## src/rtl/valu_pkg.sv

```systemverilog
// Shared types and constants for the vALU writeback arbiter.
package valu_pkg;

  localparam int DATA_WIDTH = 64;
  localparam int ADDR_WIDTH = 32;

  localparam logic SRC_A = 1'b0;
  localparam logic SRC_B = 1'b1;

  // One pending VRF write: result data, destination and the three passthrough flags.
  typedef struct packed {
    logic [DATA_WIDTH-1:0] data;
    logic [ADDR_WIDTH-1:0] addr;
    logic                  w_reg;
    logic                  sca;
    logic                  mask;
  } wb_entry_t;

  localparam int ENTRY_W = $bits(wb_entry_t);

endpackage

```

## src/rtl/valu_wb_arbiter_if.sv

```systemverilog
// Bus bundle for the writeback arbiter: two unstallable result sources, their
// credit/overflow feedback, and the VRF write port.
//
// Handshake: a_valid/b_valid have no ready; every asserted cycle is a push that
// is either stored or dropped (dropping sets the sticky ovf flag). On the write
// port a transfer happens on a clock edge where wr_valid && wr_ready; while
// wr_valid is high and wr_ready is low, wr_valid and every wr_* field hold.
//
// master = the sources plus the VRF (drives results and wr_ready);
// slave  = the arbiter.
interface valu_wb_arbiter_if;

  logic                             a_valid;
  logic [valu_pkg::DATA_WIDTH-1:0]  a_vec;
  logic [valu_pkg::ADDR_WIDTH-1:0]  a_addr;
  logic                             a_w_reg;
  logic                             a_sca;
  logic                             a_mask;

  logic                             b_valid;
  logic [valu_pkg::DATA_WIDTH-1:0]  b_vec;
  logic [valu_pkg::ADDR_WIDTH-1:0]  b_addr;
  logic                             b_w_reg;
  logic                             b_sca;
  logic                             b_mask;

  logic                             a_afull;
  logic                             b_afull;
  logic                             a_ovf;
  logic                             b_ovf;

  logic                             wr_valid;
  logic                             wr_ready;
  logic [valu_pkg::DATA_WIDTH-1:0]  wr_data;
  logic [valu_pkg::ADDR_WIDTH-1:0]  wr_addr;
  logic                             wr_w_reg;
  logic                             wr_sca;
  logic                             wr_mask;
  logic                             wr_src;

  modport master (
    output a_valid, a_vec, a_addr, a_w_reg, a_sca, a_mask,
    output b_valid, b_vec, b_addr, b_w_reg, b_sca, b_mask,
    output wr_ready,
    input  a_afull, b_afull, a_ovf, b_ovf,
    input  wr_valid, wr_data, wr_addr, wr_w_reg, wr_sca, wr_mask, wr_src
  );

  modport slave (
    input  a_valid, a_vec, a_addr, a_w_reg, a_sca, a_mask,
    input  b_valid, b_vec, b_addr, b_w_reg, b_sca, b_mask,
    input  wr_ready,
    output a_afull, b_afull, a_ovf, b_ovf,
    output wr_valid, wr_data, wr_addr, wr_w_reg, wr_sca, wr_mask, wr_src
  );

endinterface

```

## src/rtl/valu_wb_fifo.sv

```systemverilog
// Synchronous FIFO of writeback entries. A push while full is taken only if a
// pop happens in the same cycle; otherwise it is ignored (the caller flags it).
module valu_wb_fifo
  import valu_pkg::*;
#(
  parameter  int DEPTH = 16,
  localparam int PW    = $clog2(DEPTH),
  localparam int CW    = PW + 1
) (
  input  logic          clk,
  input  logic          rst,
  input  logic          push,
  input  wb_entry_t     push_data,
  input  logic          pop,
  output logic          full,
  output logic          empty,
  output logic [CW-1:0] count,
  output wb_entry_t     head
);

  wb_entry_t     mem_q [DEPTH];
  logic [PW-1:0] wptr_q, wptr_d;
  logic [PW-1:0] rptr_q, rptr_d;
  logic [CW-1:0] count_q, count_d;
  logic          do_push, do_pop;

  assign full  = (count_q == CW'(DEPTH));
  assign empty = (count_q == '0);
  assign count = count_q;
  assign head  = mem_q[rptr_q];

  // Qualify push/pop and compute next pointers and occupancy.
  always_comb begin
    do_pop  = pop && !empty;
    do_push = push && (!full || do_pop);
    wptr_d  = do_push ? wptr_q + PW'(1) : wptr_q;
    rptr_d  = do_pop  ? rptr_q + PW'(1) : rptr_q;
    count_d = count_q;
    if (do_push && !do_pop) begin
      count_d = count_q + CW'(1);
    end else if (!do_push && do_pop) begin
      count_d = count_q - CW'(1);
    end
  end

  // Pointer and count registers; reset empties the FIFO regardless of push/pop.
  always_ff @(posedge clk) begin
    if (rst) begin
      wptr_q  <= '0;
      rptr_q  <= '0;
      count_q <= '0;
    end else begin
      wptr_q  <= wptr_d;
      rptr_q  <= rptr_d;
      count_q <= count_d;
    end
  end

  // Storage array; contents are don't-care until written, so no reset.
  always_ff @(posedge clk) begin
    if (do_push) begin
      mem_q[wptr_q] <= push_data;
    end
  end

endmodule

```

## src/rtl/valu_wb_arbiter.sv

```systemverilog
// Writeback arbiter: buffers two unstallable vALU result streams and merges
// them round-robin into a single registered VRF write request.
module valu_wb_arbiter
  import valu_pkg::*;
#(
  parameter int FIFO_DEPTH   = 16,
  parameter int AFULL_MARGIN = 7
) (
  input  logic               clk,
  input  logic               rst,
  valu_wb_arbiter_if.slave   bus
);

  localparam int            CW       = $clog2(FIFO_DEPTH) + 1;
  localparam logic [CW-1:0] AFULL_TH = CW'(FIFO_DEPTH - AFULL_MARGIN);

  wb_entry_t     a_in, b_in, a_head, b_head;
  logic          a_full, a_empty, b_full, b_empty;
  logic [CW-1:0] a_count, b_count;
  logic          a_pop, b_pop, load, grant;

  // rr_q holds the source preferred when both FIFOs have an entry.
  logic          rr_q, rr_d;
  logic          wr_valid_q, wr_valid_d;
  wb_entry_t     wr_q, wr_d;
  logic          wr_src_q, wr_src_d;
  logic          a_ovf_q, a_ovf_d;
  logic          b_ovf_q, b_ovf_d;

  // Pack incoming source fields into entries.
  always_comb begin
    a_in = '{data: bus.a_vec, addr: bus.a_addr, w_reg: bus.a_w_reg, sca: bus.a_sca, mask: bus.a_mask};
    b_in = '{data: bus.b_vec, addr: bus.b_addr, w_reg: bus.b_w_reg, sca: bus.b_sca, mask: bus.b_mask};
  end

  valu_wb_fifo #(.DEPTH(FIFO_DEPTH)) u_fifo_a (
    .clk(clk), .rst(rst), .push(bus.a_valid), .push_data(a_in), .pop(a_pop),
    .full(a_full), .empty(a_empty), .count(a_count), .head(a_head)
  );

  valu_wb_fifo #(.DEPTH(FIFO_DEPTH)) u_fifo_b (
    .clk(clk), .rst(rst), .push(bus.b_valid), .push_data(b_in), .pop(b_pop),
    .full(b_full), .empty(b_empty), .count(b_count), .head(b_head)
  );

  // Arbitration, output-register load and sticky overflow detection.
  always_comb begin
    load = (!wr_valid_q || bus.wr_ready) && (!a_empty || !b_empty);
    if (!a_empty && !b_empty) begin
      grant = rr_q;
    end else if (!a_empty) begin
      grant = SRC_A;
    end else begin
      grant = SRC_B;
    end
    a_pop = load && (grant == SRC_A);
    b_pop = load && (grant == SRC_B);

    rr_d       = load ? ~grant : rr_q;
    wr_valid_d = wr_valid_q;
    wr_d       = wr_q;
    wr_src_d   = wr_src_q;
    if (load) begin
      wr_valid_d = 1'b1;
      wr_d       = (grant == SRC_B) ? b_head : a_head;
      wr_src_d   = grant;
    end else if (bus.wr_ready) begin
      wr_valid_d = 1'b0;
    end

    a_ovf_d = a_ovf_q || (bus.a_valid && a_full && !a_pop);
    b_ovf_d = b_ovf_q || (bus.b_valid && b_full && !b_pop);
  end

  // State registers; reset clears the output request and flags, A preferred.
  always_ff @(posedge clk) begin
    if (rst) begin
      rr_q       <= SRC_A;
      wr_valid_q <= 1'b0;
      wr_q       <= '0;
      wr_src_q   <= 1'b0;
      a_ovf_q    <= 1'b0;
      b_ovf_q    <= 1'b0;
    end else begin
      rr_q       <= rr_d;
      wr_valid_q <= wr_valid_d;
      wr_q       <= wr_d;
      wr_src_q   <= wr_src_d;
      a_ovf_q    <= a_ovf_d;
      b_ovf_q    <= b_ovf_d;
    end
  end

  assign bus.a_afull  = (a_count >= AFULL_TH);
  assign bus.b_afull  = (b_count >= AFULL_TH);
  assign bus.a_ovf    = a_ovf_q;
  assign bus.b_ovf    = b_ovf_q;
  assign bus.wr_valid = wr_valid_q;
  assign bus.wr_data  = wr_q.data;
  assign bus.wr_addr  = wr_q.addr;
  assign bus.wr_w_reg = wr_q.w_reg;
  assign bus.wr_sca   = wr_q.sca;
  assign bus.wr_mask  = wr_q.mask;
  assign bus.wr_src   = wr_src_q;

endmodule

```

## src/flat_wrapper.sv

```systemverilog
// flat-port wrapper written by rule: the top's interface ports become plain ports
module valu_wb_arbiter_flat import valu_pkg::*;
#(
  parameter int FIFO_DEPTH   = 16,
  parameter int AFULL_MARGIN = 7
)
  (clk, rst, bus_a_valid, bus_a_vec, bus_a_addr, bus_a_w_reg, bus_a_sca, bus_a_mask, bus_b_valid, bus_b_vec, bus_b_addr, bus_b_w_reg, bus_b_sca, bus_b_mask, bus_wr_ready, bus_a_afull, bus_b_afull, bus_a_ovf, bus_b_ovf, bus_wr_valid, bus_wr_data, bus_wr_addr, bus_wr_w_reg, bus_wr_sca, bus_wr_mask, bus_wr_src);
  valu_wb_arbiter_if bus_i ();
  input  logic clk;
  input  logic rst;
  input wire logic [$bits(bus_i.a_valid)-1:0] bus_a_valid;
  input wire logic [$bits(bus_i.a_vec)-1:0] bus_a_vec;
  input wire logic [$bits(bus_i.a_addr)-1:0] bus_a_addr;
  input wire logic [$bits(bus_i.a_w_reg)-1:0] bus_a_w_reg;
  input wire logic [$bits(bus_i.a_sca)-1:0] bus_a_sca;
  input wire logic [$bits(bus_i.a_mask)-1:0] bus_a_mask;
  input wire logic [$bits(bus_i.b_valid)-1:0] bus_b_valid;
  input wire logic [$bits(bus_i.b_vec)-1:0] bus_b_vec;
  input wire logic [$bits(bus_i.b_addr)-1:0] bus_b_addr;
  input wire logic [$bits(bus_i.b_w_reg)-1:0] bus_b_w_reg;
  input wire logic [$bits(bus_i.b_sca)-1:0] bus_b_sca;
  input wire logic [$bits(bus_i.b_mask)-1:0] bus_b_mask;
  input wire logic [$bits(bus_i.wr_ready)-1:0] bus_wr_ready;
  output wire logic [$bits(bus_i.a_afull)-1:0] bus_a_afull;
  output wire logic [$bits(bus_i.b_afull)-1:0] bus_b_afull;
  output wire logic [$bits(bus_i.a_ovf)-1:0] bus_a_ovf;
  output wire logic [$bits(bus_i.b_ovf)-1:0] bus_b_ovf;
  output wire logic [$bits(bus_i.wr_valid)-1:0] bus_wr_valid;
  output wire logic [$bits(bus_i.wr_data)-1:0] bus_wr_data;
  output wire logic [$bits(bus_i.wr_addr)-1:0] bus_wr_addr;
  output wire logic [$bits(bus_i.wr_w_reg)-1:0] bus_wr_w_reg;
  output wire logic [$bits(bus_i.wr_sca)-1:0] bus_wr_sca;
  output wire logic [$bits(bus_i.wr_mask)-1:0] bus_wr_mask;
  output wire logic [$bits(bus_i.wr_src)-1:0] bus_wr_src;
  assign bus_i.a_valid = bus_a_valid;
  assign bus_i.a_vec = bus_a_vec;
  assign bus_i.a_addr = bus_a_addr;
  assign bus_i.a_w_reg = bus_a_w_reg;
  assign bus_i.a_sca = bus_a_sca;
  assign bus_i.a_mask = bus_a_mask;
  assign bus_i.b_valid = bus_b_valid;
  assign bus_i.b_vec = bus_b_vec;
  assign bus_i.b_addr = bus_b_addr;
  assign bus_i.b_w_reg = bus_b_w_reg;
  assign bus_i.b_sca = bus_b_sca;
  assign bus_i.b_mask = bus_b_mask;
  assign bus_i.wr_ready = bus_wr_ready;
  assign bus_a_afull = bus_i.a_afull;
  assign bus_b_afull = bus_i.b_afull;
  assign bus_a_ovf = bus_i.a_ovf;
  assign bus_b_ovf = bus_i.b_ovf;
  assign bus_wr_valid = bus_i.wr_valid;
  assign bus_wr_data = bus_i.wr_data;
  assign bus_wr_addr = bus_i.wr_addr;
  assign bus_wr_w_reg = bus_i.wr_w_reg;
  assign bus_wr_sca = bus_i.wr_sca;
  assign bus_wr_mask = bus_i.wr_mask;
  assign bus_wr_src = bus_i.wr_src;
  valu_wb_arbiter #(.FIFO_DEPTH(FIFO_DEPTH), .AFULL_MARGIN(AFULL_MARGIN)) u_core (.clk(clk), .rst(rst), .bus(bus_i));
endmodule
```

## config.mk

```make
export PLATFORM = sky130hd
export DESIGN_NAME = valu_wb_arbiter_flat
export DESIGN_NICKNAME = d
export VERILOG_FILES = /design/src/rtl/valu_pkg.sv /design/src/rtl/valu_wb_arbiter_if.sv /design/src/rtl/valu_wb_fifo.sv /design/src/rtl/valu_wb_arbiter.sv /design/src/flat_wrapper.sv
export SDC_FILE = /design/constraint.sdc
export NUM_CORES = 2
export LEC_CHECK = 0
export BUFFER_PORTS_ARGS = -buffer_cell sky130_fd_sc_hd__buf_4
export CAP_MARGIN = 15
export CORE_MARGIN = 4
export CORE_UTILIZATION = 45
export CTS_CLUSTER_DIAMETER = 150
export CTS_CLUSTER_SIZE = 20
export DETAILED_ROUTE_END_ITERATION = 12
export SLEW_MARGIN = 20
export SYNTH_ARGS = -nofsm -noshare
export SYNTH_HDL_FRONTEND = slang
export SYNTH_SLANG_ARGS = --single-unit
```

## constraint.sdc

```tcl
create_clock -name clk -period 11.45 [get_ports clk]
set_input_delay 1.145 -clock clk [delete_from_list [all_inputs] [get_ports clk]]
set_output_delay 1.145 -clock clk [all_outputs]
set_load 0.02 [all_outputs]
```

* Word level (Yosys, flattened, before mapping) *
Memory sizes are Yosys's and may differ from the RTL's. A register that Yosys moved wholly into a read port is not among the register bits.
Index checks and enable logic that the tools add are counted.

cells by class
  reductions and logical operators = 38
  muxes and demuxes = 17
  $add $sub $neg = 8
  bitwise logic cells = 1
  equality and inequality tests = 2
  $lt $le $gt $ge = 2

operators by type and width
  cell                 count
  $mux 99              1
  $mux 5               4
  $add 4x1->4 const B  4
  $logic_and 1x1->1    16
  $mux 4               4
  $logic_not 1->1      11
  $add 5x1->5 const B  2
  $eq 5x5->1 const B   2
  $ge 5x4->1 const B   2
  $logic_not 5->1      2
  $sub 5x1->5 const B  2
  $mux 1               8
  $logic_or 1x1->1     6
  $reduce_bool 2->1    3
  $not 1->1            1

storage, ports and cells
  output and inout bits = 105
  bits in registers = 130
  RAM bits = 3168
  logic and storage cells = 86
  memories kept = 2
  bits of input ports = 203

memories
  memory                 words  width  read ports  clocked after memory_dff  write ports  RTL line            text
  u_core.u_fifo_a.mem_q  16     99     1           1                         1            valu_wb_fifo.sv:21  wb_entry_t mem_q [DEPTH];
  u_core.u_fifo_b.mem_q  16     99     1           1                         1            valu_wb_fifo.sv:21

* Longest topological paths before layout *
  word-level depth = 13
  depth in mapped cells = 14
  gate-level depth less buffers = 13

* Hierarchy *
From an unflattened synthesis, not the netlist that was laid out.

second synthesis, totals
  cell total of the unflattened synthesis = 5661
  area total of the unflattened synthesis = 125454.1 µm²

modules (own cells, without submodules)
  module                          cells each  times used  area an instance (µm²)  seq. area each (µm²)
  valu_wb_fifo (u_core.u_fifo_b)  2525        1           59955.0                 47905.9
  valu_wb_fifo (u_core.u_fifo_a)  2521        1           59911.2                 47905.9
  valu_wb_arbiter                 615         1           5587.9                  2082.0

* Worst setup path after synthesis *
Ideal clock, no wire load.

  path type = input to register
  from = input bus_wr_ready
  to = memory u_core.u_fifo_a.mem_q[0][0] (netlist name), enable pin
  buffers on the path = 1
  library setup time = 0.678 ns
  path slack = 2.237 ns
  stages on the path = 6
  data arrival time = 8.535 ns
  data required time = 10.772 ns
  cells stage by stage = nand2b_1 -> a31o_2 -> and2_1 -> buf_2 -> nand2_1 -> nor3_1

on the way
  word-level cells in the longest chain between the ends = 8

ends and longest elaborated chain
  item                          RTL line               text
  start, declared               flat_wrapper.sv:23     input wire logic [$bits(bus_i.wr_ready)-1:0] bus_wr_ready;
  $logic_or 1x1->1              valu_wb_arbiter.sv:48  load = (!wr_valid_q || bus.wr_ready) && (!a_empty || !b_empty);
  $logic_and 1x1->1             valu_wb_arbiter.sv:48
  $logic_and 1x1->1             valu_wb_arbiter.sv:56  a_pop = load && (grant == SRC_A);
  $logic_and 1x1->1             valu_wb_fifo.sv:34     do_pop = pop && !empty;
  $logic_or 1x1->1              valu_wb_fifo.sv:35     do_push = push && (!full || do_pop);
  $logic_and 1x1->1             valu_wb_fifo.sv:35
  net u_core.u_fifo_a.do_push   valu_wb_fifo.sv:25     logic do_push, do_pop;
  $mux 1                        valu_wb_fifo.sv:61     if (do_push) begin
  $mux 1 (implied by the code)  valu_wb_fifo.sv:62     mem_q[wptr_q] <= push_data;
  end, declared                 valu_wb_fifo.sv:21

The timed path passes the listed nets, and every way through them passes these cells.

* Worst setup path in the final report *
  from = register u_core.u_fifo_b.count_q[1] (netlist: u_core.u_fifo_b.count[1])
  to = memory u_core.u_fifo_a.mem_q[6][63] (netlist name), enable pin

on the way
  word-level cells in the longest chain between the ends = 11
  elaborated cells between the ends (all ways) = 13
  those cells by class = mux (3); bitwise (1); reduce/logical (9)

ends and longest elaborated chain
  item                            RTL line                                      text
  start, declared                 valu_wb_fifo.sv:24                            logic [CW-1:0] count_q, count_d;
  start signal, assigned          valu_wb_fifo.sv:55                            count_q <= count_d;
  $logic_not 5->1 *               valu_wb_fifo.sv:28                            assign empty = (count_q == '0);
  $logic_not 1->1 *               valu_wb_arbiter.sv:48, valu_wb_arbiter.sv:49
  $logic_and 1x1->1               valu_wb_arbiter.sv:49                         if (!a_empty && !b_empty) begin
  $mux 1                          valu_wb_arbiter.sv:49
  $not 1->1                       valu_wb_arbiter.sv:56
  $logic_and 1x1->1 *             valu_wb_arbiter.sv:56
  $logic_and 1x1->1 *             valu_wb_fifo.sv:34
  $logic_or 1x1->1 *              valu_wb_fifo.sv:35
  $logic_and 1x1->1 *             valu_wb_fifo.sv:35
  $mux 1 *                        valu_wb_fifo.sv:61
  $mux 1 (implied by the code) *  valu_wb_fifo.sv:62

Mark *: on every way between the ends. The rest lies on a longest branch, timed or not.

==> metrics <==
Worst Tran Pin Value=~1.2 ns; crit-path leading delay family=buffers and inverters; largest family of logic cells by synthesized area=multiplexers; Reg power frac=53.2%; clock-pin slew on the worst setup and hold paths=approximately 0.08 ns; Post-synth EDFFs=3168; Die Footprint=0.2869 mm2; leakage power=41.37 nW; CP max FO=46; DRT Pass-1 Iters=7; Worst IR Drop VDD=139.7 uV; Clock Sinks=3306; dpl cells=9441; worst skew pair latency=around 0.89 ns; Post-Synth XOR/XNOR Area=0.1398%; GRT overflow=0; layout cells sized above 1=about 26%; post-synth top area cell=edfxtp_1; Max Cap Viol=0; switch share=between 20% and 30%; fin. max-slew vios=0; Net Sw Power=7.210 mW; Final setup violation count=0; vias after detailed routing=58.74k; Post-Synth Adder-Cell Area=less than 1%; count of mapped cells out of synthesis=approximately 5.6k; CTS tree=done; Crit Path Class=flop to flop; number of global-route vias before repair=slightly below 60k; Cell Chain, Critical Path=nor4_4, a21bo_1, a31o_2, and2_1, nand2_1, nor2_4, buf_4, buf_4; CTS Buffer Depth=4; drt wl/cell=between 30 and 40 um; I/O Buffers=between 300 and 400; CP Launch Type=flop; combinational share of power=between 20% and 30%; cell mode on critical path=buf_4; RSZ-0062 raised after global routing=no; syn avg cell area=roughly 22 um2; Worst setup EP type=flop; Slowest-stage cell, CP=buf_4; Clock power frac=a little over a quarter; slowest cell delay on critical path=0.90 ns; Final Skew=approximately 0.059 ns; Crit path arrival time=around 5.1 ns; DIE HEIGHT=between 500 and 600 um; count of buffer and inverter cells on the critical path=2; total wire length=311500 um; gp weighted congestion=about 0.77; mux cell area share after synthesis=between 15 and 20%; synthesis-stage register bit count=3306; pin count of the biggest net entering global routing=roughly 130; syn_nets=around 6k; Final ANT Viol Nets=0; Yosys Warn Count=0; status=finished, final reports clean; DIE WIDTH=~540 um; post-synthesis sequential area ratio=around 78%; Req. time, crit path=11.91 ns; fin crit period=roughly 4.7 ns; pwr dens=~190 mW/mm2; post-CTS setup buffer count=0; Synth top area share=between 70% and 80%; Unique masters post-synth=50; synthesized cell area=0.1253 mm2; gr usage total=a little over a fifth; I/O pins=between 300 and 400; DRT iter0 DRCs=6496; # rows=slightly below 200; Post-synth top cells=edfxtp_1 (3168), mux4_2 (698), mux2i_1 (230); clk root buf=clkbuf_16; Worst Hold Class=flop to flop; Internal=roughly 19 mW; HPWL after detailed placement=roughly 170000 um; antenna violations before repair=77; Slew HR=about 20%; first-pass GRT wire length=approximately 440000 um; CTS H-tree lvls=4; complex-gate fraction of the synthesized area=under 10%; Initial Util=between 40% and 50%; Fmax=214.9 MHz; core area=approximately 0.28 mm2; post_cts resized=0; Final Non-Filler Cells=approximately 10k; ranking of synthesized cells by area=edfxtp_1 (76%), mux4_2 (13%), dfxtp_1 (2.2%); DR vias/cell=roughly 6; Simple-Gate Fraction of Synth Area=1.024%; area delta synth->final=9.736%; setup total negative slack=0 ns; DRC=0; hold_buf cts=0; Hold Fails Final Rpt=0; nets=between 6k and 7k; most common cell in the netlist=edfxtp_1; post-route clock period utilization=40.63%; CTS buffer count=between 150 and 200; Primary FF master, synth=edfxtp_1; Async SR Flop Fraction=0%
[worst reg2reg max path, cell delays in order (launching register included)]
cell and delay (ns):
dfxtp_1 0.38, nor4_4 0.50, a21bo_1 0.21, a31o_2 0.24, and2_1 0.32, nand2_1 0.28
nor2_4 0.55, buf_4 0.78, buf_4 0.92
[layout make-up]
type                       count  area [um2]
clock buffer                 297        5241
fill                       22010      139300
clock inverter                 6       83.83
multi-input combinational   1991       26030
timing repair buffer         425        3436
tap                         3705        4636
antenna                       23       57.56
inverter                      16       61.31
sequential                  3306       97920
[per-layer routing]
layer	wire length, um	vias to the layer above	GRT usage [%]
li1	-	24310	-
met1	130000	31970	30.24
met2	149900	1978	34.17
met3	22310	437	4.274
met4	9015	44	6.310
met5	276	-	0
[per-stage QoR]
stage	utilization (%)	worst slack, ns	hold WS (ns)	area [um2]	total power, mW
6_report	49.67	6.798	0.4995	137500	26.36
3_3_place_gp	47.71	6.400	0.4613	132000	19.74
5_1_grt	49.66	6.474	0.5203	137400	27.41
3_5_place_dp	47.71	6.296	0.4736	132000	19.79
4_1_cts	49.64	6.687	0.4739	137400	26.60
2_1_floorplan	-	2.237	0.4678	125300	17.79
[final timing paths]
path | from | slack [ns] | depth (start not counted) | endpoint
worst max-delay path | u_core.u_fifo_b.count[1] | 6.80 | 8 | u_core.u_fifo_a.mem_q[6][63]
worst min register to register | u_core.bus.wr_addr[16] | 0.50 | 1 | u_core.bus.wr_addr[16]
worst max register to register | u_core.u_fifo_b.count[1] | 6.80 | 8 | u_core.u_fifo_a.mem_q[6][63]
worst min-delay path | u_core.bus.wr_addr[16] | 0.50 | 1 | u_core.bus.wr_addr[16]
[logic make-up (layout without fill, tap and decap cells)]
| logic type | after synthesis | in the layout |
|---|---|---|
| mux | 1105 | 1105 |
| other cells | 0 | 23 |
| compound gates | 568 | 568 |
| fa+ha+maj | 21 | 21 |
| xor+xnor | 20 | 20 |
| flops | 3306 | 3306 |
| buf+inv | 334 | 744 |
| simple gates | 277 | 277 |
[power by group through the flow]
stage	clock network (mW)	logic [mW]	registers (mW)
6_report	6.90	5.43	14.0
5_1_grt	7.54	5.79	14.1
4_1_cts	7.08	5.47	14.1
3_5_place_dp	0	5.46	14.3
3_3_place_gp	0	5.42	14.3
2_1_floorplan	0	3.53	14.3
[layout by cell type (no fill, tap or decap), types with 76 or more instances in the layout]
master and n:
clkbuf_16 194, mux2i_1 230, nand2_1 87, a21oi_1 129, dfxtp_1 130, edfxtp_1 3168
buf_4 406, clkbuf_1 103, o22ai_1 76, mux2_2 177, mux4_2 698
(Power assumes the default switching activity.)
